`config.mk`:
```
export PLATFORM = sky130hd
export DESIGN_NAME = fetch_queue_flat
export DESIGN_NICKNAME = d
export VERILOG_FILES = /design/src/rtl/fetch_queue_pkg.sv /design/src/rtl/fetch_queue_if.sv /design/src/rtl/fetch_queue_ram.sv /design/src/rtl/fetch_queue.sv /design/src/flat_wrapper.sv
export SDC_FILE = /design/constraint.sdc
export NUM_CORES = 1
export LEC_CHECK = 0
export CAP_MARGIN = 15
export CORE_UTILIZATION = 38
export DETAILED_ROUTE_END_ITERATION = 8
export GPL_TIMING_DRIVEN = 0
export MAX_ROUTING_LAYER = met4
export SETUP_SLACK_MARGIN = 0.2
export SLEW_MARGIN = 15
export SYNTH_ARGS = -nofsm -noshare
export SYNTH_HDL_FRONTEND = slang
export SYNTH_SLANG_ARGS = --single-unit
```
`constraint.sdc`:
```
create_clock -name clk -period 2.95 [get_ports clk]
set_input_delay 0.295 -clock clk [delete_from_list [all_inputs] [get_ports clk]]
set_output_delay 0.295 -clock clk [all_outputs]
set_load 0.03 [all_outputs]
```
`src/rtl/fetch_queue_pkg.sv`:
```
// Shared definitions for the instruction prefetch queue: widths, the NOP
// encoding presented while the queue is empty, and the stored entry layout.
package fetch_queue_pkg;

  localparam int FQ_DEPTH = 4;   // default number of queue entries (power of 2, >= 2)
  localparam int PC_W     = 8;   // fetch PC / instruction-memory address width
  localparam int INSTR_W  = 9;   // instruction width

  // Presented on out_instr whenever the queue has no valid head entry.
  localparam logic [INSTR_W-1:0] NOP_INSTR = '0;

  // One buffered fetch: the address it came from and the word read there.
  typedef struct packed {
    logic [PC_W-1:0]    pc;
    logic [INSTR_W-1:0] instr;
  } FetchEntry;

  // Builds a queue entry from the current fetch PC and memory read data.
  function automatic FetchEntry make_entry(input logic [PC_W-1:0] pc,
                                           input logic [INSTR_W-1:0] instr);
    FetchEntry e;
    e.pc    = pc;
    e.instr = instr;
    return e;
  endfunction

endpackage

```
`src/rtl/fetch_queue_if.sv`:
```
// Bundle of the fetch-queue signals: instruction-memory port, decode-side
// control (stall / flush / redirect) and the head-of-queue outputs.
// The master side is the queue itself (it owns the fetch PC and drives the
// memory address); the slave side is the surrounding pipeline / memory.
interface fetch_queue_if #(
  parameter int DEPTH = fetch_queue_pkg::FQ_DEPTH
);
  import fetch_queue_pkg::*;

  localparam int CNT_W = $clog2(DEPTH) + 1;

  logic [PC_W-1:0]    imem_addr;
  logic [INSTR_W-1:0] imem_instr;
  logic               stall;
  logic               flush;
  logic [PC_W-1:0]    redirect_pc;
  logic               out_valid;
  logic [PC_W-1:0]    out_pc;
  logic [INSTR_W-1:0] out_instr;
  logic [CNT_W-1:0]   count;

  modport master (
    output imem_addr,
    input  imem_instr,
    input  stall,
    input  flush,
    input  redirect_pc,
    output out_valid,
    output out_pc,
    output out_instr,
    output count
  );

  modport slave (
    input  imem_addr,
    output imem_instr,
    output stall,
    output flush,
    output redirect_pc,
    input  out_valid,
    input  out_pc,
    input  out_instr,
    input  count
  );

endinterface

```
`src/rtl/fetch_queue_ram.sv`:
```
// DEPTH x FetchEntry storage for the prefetch queue. One synchronous write
// port, one asynchronous read port. Contents are not reset: the queue only
// ever reads slots it has written since the last reset or flush.
module fetch_queue_ram
  import fetch_queue_pkg::*;
#(
  parameter int DEPTH = FQ_DEPTH
) (
  input  logic                     clk,
  input  logic                     i_we,
  input  logic [$clog2(DEPTH)-1:0] i_waddr,
  input  FetchEntry                i_wdata,
  input  logic [$clog2(DEPTH)-1:0] i_raddr,
  output FetchEntry                o_rdata
);

  FetchEntry r_mem [DEPTH];

  // Write the addressed slot on enable; no reset on the storage array.
  always_ff @(posedge clk) begin
    if (i_we) begin
      r_mem[i_waddr] <= i_wdata;
    end
  end

  // Asynchronous read so the head entry is visible in the same cycle the
  // head pointer points at it (outputs still depend on registered state only).
  assign o_rdata = r_mem[i_raddr];

endmodule

```
`src/rtl/fetch_queue.sv`:
```
// Instruction prefetch queue between instruction memory and the IF/ID stage.
// Owns the fetch PC, buffers up to DEPTH {pc, instr} entries while decode is
// stalled, and on a taken branch discards everything and refetches from the
// redirect target. There is no empty-queue bypass: an entry written at an
// edge becomes visible at the outputs only after that edge.
module fetch_queue
  import fetch_queue_pkg::*;
#(
  parameter int DEPTH = FQ_DEPTH
) (
  input  logic          clk,
  input  logic          reset,   // asynchronous, active-low
  fetch_queue_if.master fq
);

  localparam int PTR_W = $clog2(DEPTH);
  localparam int CNT_W = PTR_W + 1;
  localparam logic [CNT_W-1:0] FULL_COUNT = CNT_W'(DEPTH);

  logic [PC_W-1:0]  r_fetch_pc;
  logic [PTR_W-1:0] r_head;
  logic [PTR_W-1:0] r_tail;
  logic [CNT_W-1:0] r_count;

  logic      w_out_valid;
  logic      w_pop;
  logic      w_push;
  logic      w_we;
  FetchEntry w_wdata;
  FetchEntry w_rdata;

  // Head is valid whenever anything is buffered. Pop only when decode accepts.
  // A full queue can still push on a pop cycle: the slot freed at the head is
  // the very slot the tail points at, and the read happens before the write.
  assign w_out_valid = (r_count != '0);
  assign w_pop       = w_out_valid & ~fq.stall;
  assign w_push      = (r_count < FULL_COUNT) | w_pop;

  // A flush cycle discards the memory word fetched from the old path.
  assign w_we    = w_push & ~fq.flush;
  assign w_wdata = make_entry(r_fetch_pc, fq.imem_instr);

  fetch_queue_ram #(
    .DEPTH (DEPTH)
  ) u_ram (
    .clk     (clk),
    .i_we    (w_we),
    .i_waddr (r_tail),
    .i_wdata (w_wdata),
    .i_raddr (r_head),
    .o_rdata (w_rdata)
  );

  // Fetch PC, pointers and occupancy; flush restarts the queue at the target.
  always_ff @(posedge clk or negedge reset) begin
    if (!reset) begin
      r_fetch_pc <= '0;
      r_head     <= '0;
      r_tail     <= '0;
      r_count    <= '0;
    end else if (fq.flush) begin
      r_fetch_pc <= fq.redirect_pc;
      r_head     <= '0;
      r_tail     <= '0;
      r_count    <= '0;
    end else begin
      // Pointers and fetch PC wrap naturally at their widths.
      if (w_push) begin
        r_tail     <= r_tail + 1'b1;
        r_fetch_pc <= r_fetch_pc + 1'b1;
      end
      if (w_pop) begin
        r_head <= r_head + 1'b1;
      end
      r_count <= r_count + CNT_W'(w_push) - CNT_W'(w_pop);
    end
  end

  // Head-of-queue outputs, masked to PC 0 / NOP while the queue is empty.
  always_comb begin
    fq.imem_addr = r_fetch_pc;
    fq.count     = r_count;
    fq.out_valid = w_out_valid;
    fq.out_pc    = '0;
    fq.out_instr = NOP_INSTR;
    if (w_out_valid) begin
      fq.out_pc    = w_rdata.pc;
      fq.out_instr = w_rdata.instr;
    end
  end

endmodule

```
`src/flat_wrapper.sv`:
```
// flat-port wrapper written by rule: the top's interface ports become plain ports
module fetch_queue_flat import fetch_queue_pkg::*;
#(
  parameter int DEPTH = FQ_DEPTH
)
  (clk, reset, fq_imem_addr, fq_imem_instr, fq_stall, fq_flush, fq_redirect_pc, fq_out_valid, fq_out_pc, fq_out_instr, fq_count);
  fetch_queue_if #(.DEPTH(DEPTH)) fq_i ();
  input  logic clk;
  input  logic reset;
  output wire logic [$bits(fq_i.imem_addr)-1:0] fq_imem_addr;
  input wire logic [$bits(fq_i.imem_instr)-1:0] fq_imem_instr;
  input wire logic [$bits(fq_i.stall)-1:0] fq_stall;
  input wire logic [$bits(fq_i.flush)-1:0] fq_flush;
  input wire logic [$bits(fq_i.redirect_pc)-1:0] fq_redirect_pc;
  output wire logic [$bits(fq_i.out_valid)-1:0] fq_out_valid;
  output wire logic [$bits(fq_i.out_pc)-1:0] fq_out_pc;
  output wire logic [$bits(fq_i.out_instr)-1:0] fq_out_instr;
  output wire logic [$bits(fq_i.count)-1:0] fq_count;
  assign fq_imem_addr = fq_i.imem_addr;
  assign fq_i.imem_instr = fq_imem_instr;
  assign fq_i.stall = fq_stall;
  assign fq_i.flush = fq_flush;
  assign fq_i.redirect_pc = fq_redirect_pc;
  assign fq_out_valid = fq_i.out_valid;
  assign fq_out_pc = fq_i.out_pc;
  assign fq_out_instr = fq_i.out_instr;
  assign fq_count = fq_i.count;
  fetch_queue #(.DEPTH(DEPTH)) u_core (.clk(clk), .reset(reset), .fq(fq_i));
endmodule
```
After elaboration in Yosys (flattened, before gate mapping)
Memories as Yosys holds them, arrays and structs flattened. Index checks and enable logic that the tools add are counted.

Flip-flop bits (word level): 15. RAM bits: 68. Input port bits: 21. Output and inout port bits: 29. Memories: 1.

Memory list: u_core.u_ram.r_mem (words 4, bits a word 17, read ports 1, clocked after Yosys merged registers in 0, write ports 1, RTL line fetch_queue_ram.sv:17) `FetchEntry r_mem [DEPTH];`.

$add $sub $neg: 5. Order comparisons: 1. Muxes and demuxes: 11. Bitwise logic cells: 5. Reduce and logical (&&, ||, !) cells: 3.

Operators by type and width (count): $mux W8 (3); $mux W9 (1); $add A8 B1 Y8 const B (1); $mux W2 (4); $add A2 B1 Y2 const B (2); $reduce_bool A2 Y1 (2); $add A3 B1 Y3 (1); $lt A3 B3 Y1 const B (1); $mux W3 (1); $reduce_bool A3 Y1 (1); $sub A3 B1 Y3 (1); $and A1 B1 Y1 (2); $mux W1 (2); $not A1 Y1 (2); $or A1 B1 Y1 (1).

Depth between registers and ports, before layout
Gate-level depths: netlist (run 1).

Word-level depth: 6. Depth in mapped cells: 10. Mapped depth without buffers: 9.

By module
Synthesis (run 1) repeated with hierarchy kept, for this count alone.

Cells, all modules: 189. Area total of the unflattened synthesis: 3429.5 um^2.

By module, submodules not included: fetch_queue_ram (times used 1, cells an instance 93, area an instance 2523.7 um^2); fetch_queue (times used 1, cells an instance 96, area an instance 905.9 um^2).

Worst setup path before layout (run 1)
No wires, ideal clock.

Path kind: register -> register. Start point: register u_core.r_count[1] (netlist: u_core.fq.count[1]). End point: register u_core.r_count[2] (netlist: u_core.fq.count[2]). Arrival: 2.289 ns. Path slack: 0.530 ns. Cell stages (with the launch flop): 11. Buffers on the path: 1. Cells stage by stage: dfrtp_1 nor3_1 clkbuf_1 nor2_1 ha_1 inv_1 ha_1 inv_1 fa_1 xnor2_1 nor2_1.

Cells in the longest elaborated chain, start to end: 6.

RTL lines: from (decl) (RTL line fetch_queue.sv:23) `logic [CNT_W-1:0] r_count;`; from (signal assigned) (RTL line fetch_queue.sv:75) `r_count <= r_count + CNT_W'(w_push) - CNT_W'(w_pop);`; branches (longest 4 deep; another with $lt A3 B3 Y1); $sub A3 B1 Y3 * (RTL line fetch_queue.sv:75); $mux W3 * (RTL line fetch_queue.sv:61) `end else if (fq.flush) begin`.

Mark *: on every way between the ends. A chain may end at the register's enable or synchronous reset.

Worst setup path in the final report (run 1)
Start point: register u_core.r_head[1]. End point: output port fq_out_instr[2].

Cells in the longest elaborated chain, start to end: 2.

RTL lines: from (decl) (RTL line fetch_queue.sv:21) `logic [PTR_W-1:0] r_head;`; from (signal assigned) (RTL line fetch_queue.sv:73) `r_head <= r_head + 1'b1;`; $mem_v2 Z4 W17; $mux W9 (RTL line fetch_queue.sv:86) `if (w_out_valid) begin`; to (decl) (RTL line flat_wrapper.sv:17) `output wire logic [$bits(fq_i.out_instr)-1:0] fq_out_instr;`.

Every way passes these cells.

==> impl_results.md, run 1 <==
- Post-synthesis average cell area: between 15 and 20 µm²
- Remaining global-route overflow: 0
- Area of the mapped netlist: roughly 3500 µm²
- Final critical-path setup slack: 0.344 ns
- Setup Skew: approximately 0.0084 ns
- Register bit count reported by yosys: 83
- Leakage Power: 1.49 nW
- Die span in x: about 97 µm
- Endpoint arrival time on the critical path: about 2.3 ns
- Placement Setup Slack: 0.305 ns
- Total clock buffers created by CTS: 9
- Maximum clock rate: about 0.38 GHz
- Run status: complete, no violations
- Via Count: approximately 1900
- Async set-or-reset flop fraction in the synthesized netlist: roughly 18%
- Number of hold buffers added after cts: 0
- Cell count after synthesis: approximately 200
- Effective utilization at floorplan: 39.4%
- Clock transition at the registers of the reported paths: 0.08 ns
- Core region area: 8760 µm²
- Commonest non-fill, non-tap cell in the layout: sky130_fd_sc_hd__edfxtp_1
- Wirelength per Cell: 16.9 µm
- Layout cells sized above 1: between 10% and 20%
- Period minus WS final: 2.61 ns
- Worst rel slew slack: approximately a third
- Via-to-Cell Ratio: 5.00
- Wire length of the first global-routing pass: about 10000 µm
- Clock root buffer master: sky130_fd_sc_hd__clkbuf_8
- Worst hold path type: primary input to asynchronous set/reset pin
- Most instantiated flip-flop cell in the synthesis netlist: sky130_fd_sc_hd__edfxtp_1
- DRT antenna net count: 0
- Vias in the first global route: approximately 1900
- Post-DP HPWL: a little under 4000 µm
- Buffers inserted by post-CTS timing repair: 0
- Unrepaired setup endpoints after global routing: no
- Cells along the critical path: buf_2 > clkbuf_4 > mux4_2 > nor2b_1 > clkdlybuf4s50_1
- Total routed wirelength: about 6400 µm
- DRC violation count after routing: 0
- Standard-cell row count: 34
- Aggregate global-route resource usage: between 15 and 20%
- Htree depth: 3
- I/O pin total: 50
- Initial antenna violation count: 0
- Cell class contributing the biggest share of worst-path delay: buffers and inverters
- Number of enable-type register cells in the synthesized netlist: between 60 and 70
- Critical Path Source: u_core.r_head[1]
- Multi-input logic area: around 940 µm²
- Fill cells: roughly 770
- Crit-path max cell delay: approximately 0.59 ns
- Worst Max-Slew Pin Slew: 0.992 ns
- Final Max Slew Viols: 0
- Kind of end point of the critical path: output pin
- CTS tree: yes
- Violation count after the first detailed-routing iteration: 74
- Total Die Area: 9470 µm²
- Buffers & Inverters on Critical Path: 3
- Routability congestion estimate: about 0.76
- Net count after synthesis: between 200 and 250
- Worst r2r src: u_core.fq.count[2]
- Final Setup Violations: 0
- First-pass iteration count of the detailed router: 4
- Type of the worst setup path: flip-flop to output pin
- Area growth, synth to finish: 23.9%
- Net count, final: 293
- Number of buffers inserted by port buffering: 49
- Critical path data required time: 2.65 ns
- Worst IR drop on VDD: roughly 460 µV
- DIE HEIGHT: 97.3 µm
- Post_cts resized: 1
- Clock Tree Buf Depth: 2
- Top fanout value on the critical path: 10
- Post-synthesis cell type count: 31
- Number of antenna repair diodes: 0
- Number of warning messages in the yosys log: 0
- Flip-flop and latch area: 2420 µm²
- Cell with the largest stage delay on the worst path: sky130_fd_sc_hd__clkdlybuf4s50_1
- Total Negative Setup Slacks: 0 ns
- Sink count of the clock tree: 83
- Most used cells in the layout excluding fill and tap cells: sky130_fd_sc_hd__edfxtp_1, sky130_fd_sc_hd__clkdlybuf4s50_1, sky130_fd_sc_hd__nor2b_1
- Max_cap viols: 0
- Proportion of synthesized chip area in sequential cells: 70.0%
- Total power draw: between 3 and 4 mW
- Number of hold violations in the final report: 0
- Crit share post-route: 88.4%
- Pin count of the biggest net entering global routing: 18
- Worst skew pair latency: around 0.35 ns
- Type of element launching the critical path: flip-flop
- Power density over cell area: just under 900 nW/µm²
## registers in the layout, summed over array words and instances, names as in the netlist
name                 count
u_core.u_ram.r_mem      68
u_core.fq.count          3
u_core.r_tail            2
u_core.fq.imem_addr      8
u_core.r_head            2
## report_power, final
part           switching (mW)  internal, mW
clock network           0.405         0.393
registers              0.0940          1.46
logic                   0.769         0.604
## per-layer routing
layer  part of all wire, %  vias up  track usage [%]
met2                    48       43             23.0
met4                   2.9        0             9.16
met3                   3.1       12             2.30
met1                    46      936             19.2
met5                     0        -                -
li1                      -      894                -
## cell usage after synthesis (2+ instances only)
cell type / number / area, µm²
sky130_fd_sc_hd__edfxtp_1: 68 / 2040
sky130_fd_sc_hd__nor2b_1: 18 / 113
sky130_fd_sc_hd__mux4_2: 17 / 383
sky130_fd_sc_hd__dfrtp_1: 15 / 375
sky130_fd_sc_hd__inv_1: 10 / 37.5
sky130_fd_sc_hd__nand2_1: 9 / 33.8
sky130_fd_sc_hd__nor2_1: 8 / 30.0
sky130_fd_sc_hd__ha_1: 7 / 87.6
sky130_fd_sc_hd__and3_1: 5 / 31.3
sky130_fd_sc_hd__clkbuf_1: 4 / 15.0
sky130_fd_sc_hd__nand3_1: 4 / 20.0
sky130_fd_sc_hd__o21ai_0: 4 / 20.0
sky130_fd_sc_hd__or4_1: 4 / 30.0
sky130_fd_sc_hd__xnor2_1: 4 / 35.0
sky130_fd_sc_hd__a21oi_1: 3 / 15.0
sky130_fd_sc_hd__buf_2: 3 / 15.0
sky130_fd_sc_hd__nand4_1: 3 / 18.8
sky130_fd_sc_hd__o31ai_1: 3 / 22.5
sky130_fd_sc_hd__a311o_1: 2 / 20.0
sky130_fd_sc_hd__a31oi_1: 2 / 12.5
## final cells by class
class | count | area share (%)
buffer | 9 | 1.32
clock buffer | 10 | 2.98
clock inverter | 6 | 1.52
inverter | 11 | 0.965
multi-input combinational | 101 | 22.1
sequential | 83 | 56.5
tap | 108 | 3.16
timing repair buffer | 49 | 11.5
## final timing paths
check                                               to  slack, ns  cells past startpoint
worst max-delay path                   fq_out_instr[2]       0.34                      5
worst min-delay path                  u_core.r_tail[1]       0.37                      1
worst max register to register      u_core.fq.count[2]       0.45                     10
worst min register to register        u_core.r_tail[1]       0.58                      2
max in group asynchronous       u_core.fq.imem_addr[1]       2.12                      1
min in group clk                u_core.fq.imem_addr[3]       0.51                      3
## cell families after synthesis
logic type / share of synthesized area, %
simple gates: 8.55
flops: 70.0
xor+xnor: 1.27
compound gates: 3.04
mux: 11.4
buf+inv: 2.61
fa+ha+maj: 3.12
## worst register-to-register path, stage by stage, from the launching register on
cell and delay (ns):
sky130_fd_sc_hd__dfrtp_1 0.44, sky130_fd_sc_hd__nor3_1 0.43, sky130_fd_sc_hd__clkbuf_2 0.33, sky130_fd_sc_hd__nor2_1 0.08, sky130_fd_sc_hd__ha_1 0.27, sky130_fd_sc_hd__inv_1 0.06, sky130_fd_sc_hd__ha_1 0.14, sky130_fd_sc_hd__inv_1 0.05
sky130_fd_sc_hd__fa_1 0.37, sky130_fd_sc_hd__xnor2_1 0.16, sky130_fd_sc_hd__nor2_1 0.05
## stage by stage
step | hold slack, ns | cells | area (µm²) | util, %
after floorplan | -0.000591 | 204 | 3450 | -
after global placement | 0.559 | 361 | 4080 | 46.5
after detailed placement | 0.576 | 361 | 4080 | 46.5
after CTS | 0.390 | 377 | 4270 | 48.7
after global routing | 0.415 | 377 | 4280 | 48.8
final | 0.370 | 377 | 4280 | 48.8
No activity file was read; power rests on OpenSTA's default activity.
==> run 2: changes to the inputs <==
==> constraint.sdc (replaced) <==
create_clock -name clk -period 2.1 [get_ports clk]
set_input_delay 0.21 -clock clk [delete_from_list [all_inputs] [get_ports clk]]
set_output_delay 0.21 -clock clk [all_outputs]
set_load 0.03 [all_outputs]
==> impl_results.md, run 2 (synthesized netlist as in run 1, its figures left out) <==
- Net count, final: 307 (was 293)
- Final Setup Violations: 0 (unchanged)
- Type of element launching the critical path: flip-flop (unchanged)
- I/O pin total: 50 (unchanged)
- Most used cells in the layout excluding fill and tap cells: sky130_fd_sc_hd__edfxtp_1, sky130_fd_sc_hd__clkdlybuf4s50_1, sky130_fd_sc_hd__buf_4 (was sky130_fd_sc_hd__edfxtp_1, sky130_fd_sc_hd__clkdlybuf4s50_1, sky130_fd_sc_hd__nor2b_1)
- Total Negative Setup Slacks: 0 ns (unchanged)
- Critical path data required time: 1.89 ns (was 2.65 ns)
- Post-placement cell area: 4110 µm² (was 4080 µm²)
- Total clock buffers created by CTS: 9 (unchanged)
- Worst r2r src: u_core.fq.count[0] (was u_core.fq.count[2])
- First-pass iteration count of the detailed router: 4 (unchanged)
- Clock root buffer master: sky130_fd_sc_hd__clkbuf_8 (unchanged)
- Effective utilization at floorplan: 39.4% (unchanged)
- Max_cap viols: 0 (unchanged)
- Final cell area excluding filler cells: 4530 µm² (was 4280 µm²)
- Register with the most flip-flops: u_core.u_ram.r_mem (unchanged)
- Final Max Slew Viols: 0 (unchanged)
- Aggregate global-route resource usage: 16.0% (was 15.1%)
- Layout cells sized above 1: 32.9% (was 14.9%)
- Standard-cell row count: 34 (unchanged)
- Unrepaired setup endpoints after global routing: yes (was no)
- Area growth, synth to finish: 31.3% (was 23.9%)
- CTS tree: yes (unchanged)
- Die span in x: 97.3 µm (unchanged)
- Post-DP HPWL: 4160 µm (was 3960 µm)
- DRT antenna net count: 0 (unchanged)
- Wire length of the first global-routing pass: 11000 µm (was 10300 µm)
- Vias in the first global route: 2105 (was 1939)
- Fill cells: 736 (was 769)
- Top fanout value on the critical path: 5 (was 10)
- Leakage Power: 1.65 nW (was 1.49 nW)
- Setup Skew: 0.0115 ns (was 0.00840 ns)
- Period minus WS final: 2.00 ns
- Endpoint of the lowest-slack register-to-register path: u_core.fq.count[1] (was u_core.fq.count[2])
- Worst hold path type: primary input to asynchronous set/reset pin (unchanged)
- Initial antenna violation count: 0 (unchanged)
- Largest register FFs: 68 (unchanged)
- Maximum clock rate: around 0.5 GHz
- Final critical-path setup slack: 0.104 ns (was 0.344 ns)
- Clock Tree Buf Depth: 2 (unchanged)
- Worst rel slew slack: 50.8% (was 33.9%)
- Critical Path Source: u_core.r_head[0] (was u_core.r_head[1])
- Total Die Area: 9470 µm² (unchanged)
- Core region area: 8760 µm² (unchanged)
- Crit share post-route: 95.0%
- DIE HEIGHT: 97.3 µm (unchanged)
- Crit path capture: fq_out_instr[1] (was fq_out_instr[2])
- Endpoint arrival time on the critical path: 1.79 ns (was 2.31 ns)
- DRC violation count after routing: 0 (unchanged)
- Violation count after the first detailed-routing iteration: 94 (was 74)
- Wirelength per Cell: 17.5 µm (was 16.9 µm)
- Total routed wirelength: 6830 µm (was 6350 µm)
- Number of hold violations in the final report: 0 (unchanged)
- Setup slack of the worst register-to-register path: 0.18 ns (was 0.45 ns)
- Run status: complete, no violations (unchanged)
- Kind of end point of the critical path: output pin (unchanged)
- Commonest non-fill, non-tap cell in the layout: sky130_fd_sc_hd__edfxtp_1 (unchanged)
- Worst Reg-to-Reg Cells: 9 (was 10)
- Power density over cell area: 1260 nW/µm² (was 870 nW/µm²)
- Via-to-Cell Ratio: 5.06 (was 5.00)
- Placement Setup Slack: -0.378 ns (was 0.305 ns)
- Htree depth: 3 (unchanged)
- Sink count of the clock tree: 83 (unchanged)
- Routability congestion estimate: 0.733 (was 0.760)
- Via Count: 1979 (was 1885)
- Worst Max-Slew Pin Slew: 0.736 ns (was 0.992 ns)
- Number of buffers inserted by port buffering: 49 (unchanged)
- Pin count of the biggest net entering global routing: 18 (unchanged)
- Worst skew pair latency: 0.35 ns (about the same)
- Clock transition at the registers of the reported paths: 0.09 ns (was 0.08 ns)
- Type of the worst setup path: flip-flop to output pin (unchanged)
- Remaining global-route overflow: 0 (unchanged)
- Number of antenna repair diodes: 0 (unchanged)
- Worst IR drop on VDD: 703 µV (was 456 µV)
==> run 2: critical path, stage by stage (launching register included) <==
cell and delay (ns):
sky130_fd_sc_hd__dfrtp_2 0.42, sky130_fd_sc_hd__buf_8 0.15, sky130_fd_sc_hd__buf_12 0.11, sky130_fd_sc_hd__mux4_2 0.47, sky130_fd_sc_hd__nor2b_1 0.14, sky130_fd_sc_hd__buf_4 0.16
==> run 2: layout make-up <==
class                      count  area (µm²)  area share [%]
timing repair buffer          63         602            13.3
clock buffer                   9         124            2.73
inverter                      11        45.0           0.994
tap                          108         135            2.98
multi-input combinational    101        1040            22.9
clock inverter                 7        73.8            1.63
sequential                    83        2420            53.4
buffer                         9        95.1            2.10
==> run 2: how the worst min path moves through the flow <==
stage	end	slack, ns	depth (start not counted)	from
floorplan	u_core.fq.count[0]	-0.09	0	reset
global placement	u_core.r_tail[1]	0.56	2	u_core.r_tail[1]
detailed placement	u_core.r_tail[1]	0.57	2	u_core.r_tail[1]
CTS	u_core.r_tail[1]	0.33	1	reset
global route	u_core.r_tail[0]	0.35	1	reset
finish	u_core.r_tail[0]	0.28	1	reset
==> run 2: repair_timing <==
action                                  in CTS  in global routing
setup buffers                                7                  6
hold buffers                                 0                  0
gates resized for setup                    107                 39
gates cloned                                 0                  1
pin swaps                                    2                  0
hold endpoints to repair                     0                  0
endpoints found under the setup margin      89                 21
==> run 2: metrics by stage <==
| stage | total power [mW] | utilization (%) | hold slack [ns] | std cells |
|---|---|---|---|---|
| 2_1_floorplan | 3.48 | - | -0.0856 | 204 |
| 3_3_place_gp | 4.21 | 46.8 | 0.557 | 361 |
| 3_5_place_dp | 4.23 | 46.8 | 0.568 | 361 |
| 4_1_cts | 5.50 | 50.2 | 0.325 | 384 |
| 5_1_grt | 6.00 | 51.7 | 0.353 | 391 |
| 6_report | 5.69 | 51.7 | 0.283 | 391 |
==> run 2: routing by layer <==
metal | wire [µm] | up-vias | GRT usage, %
met2 | 3490 | 45 | 26.0
li1 | - | 925 | -
met1 | 2980 | 996 | 19.5
met4 | 157 | 0 | 8.14
met5 | 0 | - | -
met3 | 208 | 13 | 2.59
==> run 2: power by group <==
group | switching, mW | internal [mW]
Sequential | 0.152 | 2.05
Combinational | 1.23 | 1.12
Clock | 0.584 | 0.553
Total | 1.97 | 3.72
==> run 3: changes to the inputs <==
--- a/config.mk
+++ b/config.mk
@@ -6,9 +6,8 @@
 export NUM_CORES = 1
 export LEC_CHECK = 0
 export CAP_MARGIN = 15
-export CORE_UTILIZATION = 38
+export CORE_UTILIZATION = 30
 export DETAILED_ROUTE_END_ITERATION = 8
-export GPL_TIMING_DRIVEN = 0
 export MAX_ROUTING_LAYER = met4
 export SETUP_SLACK_MARGIN = 0.2
 export SLEW_MARGIN = 15
==> impl_results.md, run 3 (synthesized netlist as in run 1, its figures left out) <==
- Aggregate global-route resource usage: 12.7% (was 16.0%)
- Via-to-Cell Ratio: 4.66 (was 5.06)
- Buffers & Inverters on Critical Path: 3 (unchanged)
- Final Setup Violations: 0 (unchanged)
- Run status: complete, no violations (unchanged)
- I/O pin total: 50 (unchanged)
- Max_cap viols: 0 (unchanged)
- Total Die Area: 11900 µm² (was 9470 µm²)
- Maximum clock rate: 0.493 GHz (was 0.501 GHz)
- Worst rel slew slack: 78.0% (was 50.8%)
- Via Count: 2023 (was 1979)
- DRT antenna net count: 0 (unchanged)
- Commonest non-fill, non-tap cell in the layout: sky130_fd_sc_hd__edfxtp_1 (unchanged)
- Effective utilization at floorplan: 31.3% (was 39.4%)
- Sink count of the clock tree: 83 (unchanged)
- Post-DP HPWL: 4330 µm (was 4160 µm)
- Final cell area excluding filler cells: 4660 µm² (was 4530 µm²)
- Number of cells in the design after placement: 402 (was 361)
- Core region area: 11000 µm² (was 8760 µm²)
- Remaining global-route overflow: 0 (unchanged)
- Vias in the first global route: 2081 (was 2105)
- Largest register FFs: 68 (unchanged)
- Area growth, synth to finish: 35.1% (was 31.3%)
- DRC violation count after routing: 0 (unchanged)
- Placement Setup Slack: 0.0745 ns (was -0.378 ns)
- Leakage Power: 1.72 nW (was 1.65 nW)
- Cell occurring most often along the worst timing path: sky130_fd_sc_hd__buf_4
- First-pass iteration count of the detailed router: 4 (unchanged)
- Cells along the critical path: clkbuf_16 > buf_4 > mux4_2 > nor2b_1 > buf_4 (was buf_8 > buf_12 > mux4_2 > nor2b_1 > buf_4)
- Total Negative Setup Slacks: 0 ns (unchanged)
- Cell class contributing the biggest share of worst-path delay: multiplexers (unchanged)
- Initial antenna violation count: 0 (unchanged)
- Total routed wirelength: 6880 µm (was 6830 µm)
- Worst skew pair latency: 0.33 ns (was 0.35 ns)
- Layout Cells excl Fill: 434 (was 391)
- Number of hold violations in the final report: 0 (unchanged)
- Htree depth: 3 (unchanged)
- Register with the most flip-flops: u_core.u_ram.r_mem (unchanged)
- Clock root buffer master: sky130_fd_sc_hd__clkbuf_16 (was sky130_fd_sc_hd__clkbuf_8)
- Depth of the critical timing path with buffers and inverters included: 5 (unchanged)
- Critical path data required time: 1.89 ns (about the same)
- Number of hold buffers added after cts: 0 (unchanged)
- Power density over cell area: 1260 nW/µm² (about the same)
- DIE HEIGHT: 109 µm (was 97.3 µm)
- Final Max Slew Viols: 0 (unchanged)
- Worst Max-Slew Pin Slew: 0.330 ns (was 0.736 ns)
- Routability congestion estimate: 0.709 (was 0.733)
- Type of the worst setup path: flip-flop to output pin (unchanged)
- Final critical-path setup slack: 0.0706 ns (was 0.104 ns)
- Type of element launching the critical path: flip-flop (unchanged)
- Unrepaired setup endpoints after global routing: yes (unchanged)
- Clock Tree Buf Depth: 2 (unchanged)
- Wirelength per Cell: 15.8 µm (was 17.5 µm)
- Crit-path max cell delay: 0.47 ns (about the same)
- Wire length of the first global-routing pass: 10600 µm (was 11000 µm)
- Total clock buffers created by CTS: 9 (unchanged)
- Post-placement cell area: 4240 µm² (was 4110 µm²)
- Standard-cell row count: 38 (was 34)
- Setup Skew: 0.00964 ns (was 0.0115 ns)
- Number of buffers inserted by port buffering: 49 (unchanged)
- Period minus WS final: 2.03 ns (was 2.00 ns)
- Most used cells in the layout excluding fill and tap cells: sky130_fd_sc_hd__edfxtp_1, sky130_fd_sc_hd__buf_4, sky130_fd_sc_hd__clkdlybuf4s50_1 (was sky130_fd_sc_hd__edfxtp_1, sky130_fd_sc_hd__clkdlybuf4s50_1, sky130_fd_sc_hd__buf_4)
- Kind of end point of the critical path: output pin (unchanged)
- Pin count of the biggest net entering global routing: 23 (was 18)
- Top fanout value on the critical path: 5 (unchanged)
- Cell with the largest stage delay on the worst path: sky130_fd_sc_hd__mux4_2 (unchanged)
- CTS tree: yes (unchanged)
- Crit share post-route: 96.6% (was 95.0%)
- Clock transition at the registers of the reported paths: 0.06 ns (was 0.09 ns)
- Violation count after the first detailed-routing iteration: 84 (was 94)
- Worst hold path type: primary input to asynchronous set/reset pin (unchanged)
- Number of antenna repair diodes: 0 (unchanged)
- Endpoint arrival time on the critical path: 1.82 ns (was 1.79 ns)
- Worst IR drop on VDD: 568 µV (was 703 µV)
- Layout cells sized above 1: 33.0% (was 32.9%)
- Die span in x: 109 µm (was 97.3 µm)
- Net count, final: 318 (was 307)
- Worst Reg-to-Reg Cells: 9 (unchanged)
run 3: path summary, 6_finish.rpt:
check	from	end	slack, ns
min in group clk	fq_redirect_pc[1]	u_core.fq.imem_addr[1]	0.43
worst min register to register	u_core.fq.imem_addr[7]	u_core.u_ram.r_mem[2][16]	0.59
worst min-delay path	reset	u_core.fq.imem_addr[0]	0.20
max in group asynchronous	reset	u_core.r_head[0]	1.68
worst max-delay path	u_core.r_head[0]	fq_out_pc[5]	0.07
worst max register to register	u_core.fq.count[2]	u_core.fq.count[2]	0.18
run 3: what timing repair did:
| action | in CTS | in global routing |
|---|---|---|
| setup endpoints to repair | 18 | 22 |
| hold endpoints to repair | 0 | 0 |
| gates resized for setup | 73 | 43 |
| cloned | 0 | 1 |
| setup buffers | 10 | 5 |
| pin swaps | 0 | 3 |
run 3: power by group:
part	switching, mW	total (mW)	internal [mW]
Combinational	1.17	2.22	1.05
Sequential	0.153	2.20	2.05
Clock	0.646	1.45	0.807
Total	1.97	5.88	3.91
run 3: per-layer routing:
metal	GRT usage (%)	routed length (µm)
met1	15.8	3100
met2	19.9	3410
met3	3.17	275
met4	4.86	87
met5	-	0
run 3: layout make-up:
class | count | area [µm²]
fill | 1024 | 6370
multi-input combinational | 101 | 973
sequential | 83 | 2420
tap | 140 | 175
inverter | 11 | 41.3
timing repair buffer | 83 | 774
clock inverter | 7 | 50.0
clock buffer | 9 | 225
run 3: through the flow:
step	hold WS (ns)	power, mW	util [%]
CTS	0.200	5.70	41.1
detailed placement	0.554	4.28	38.4
floorplan	-0.0856	3.48	-
global placement	0.555	4.25	38.4
global route	0.224	6.17	42.3
finish	0.201	5.88	42.3
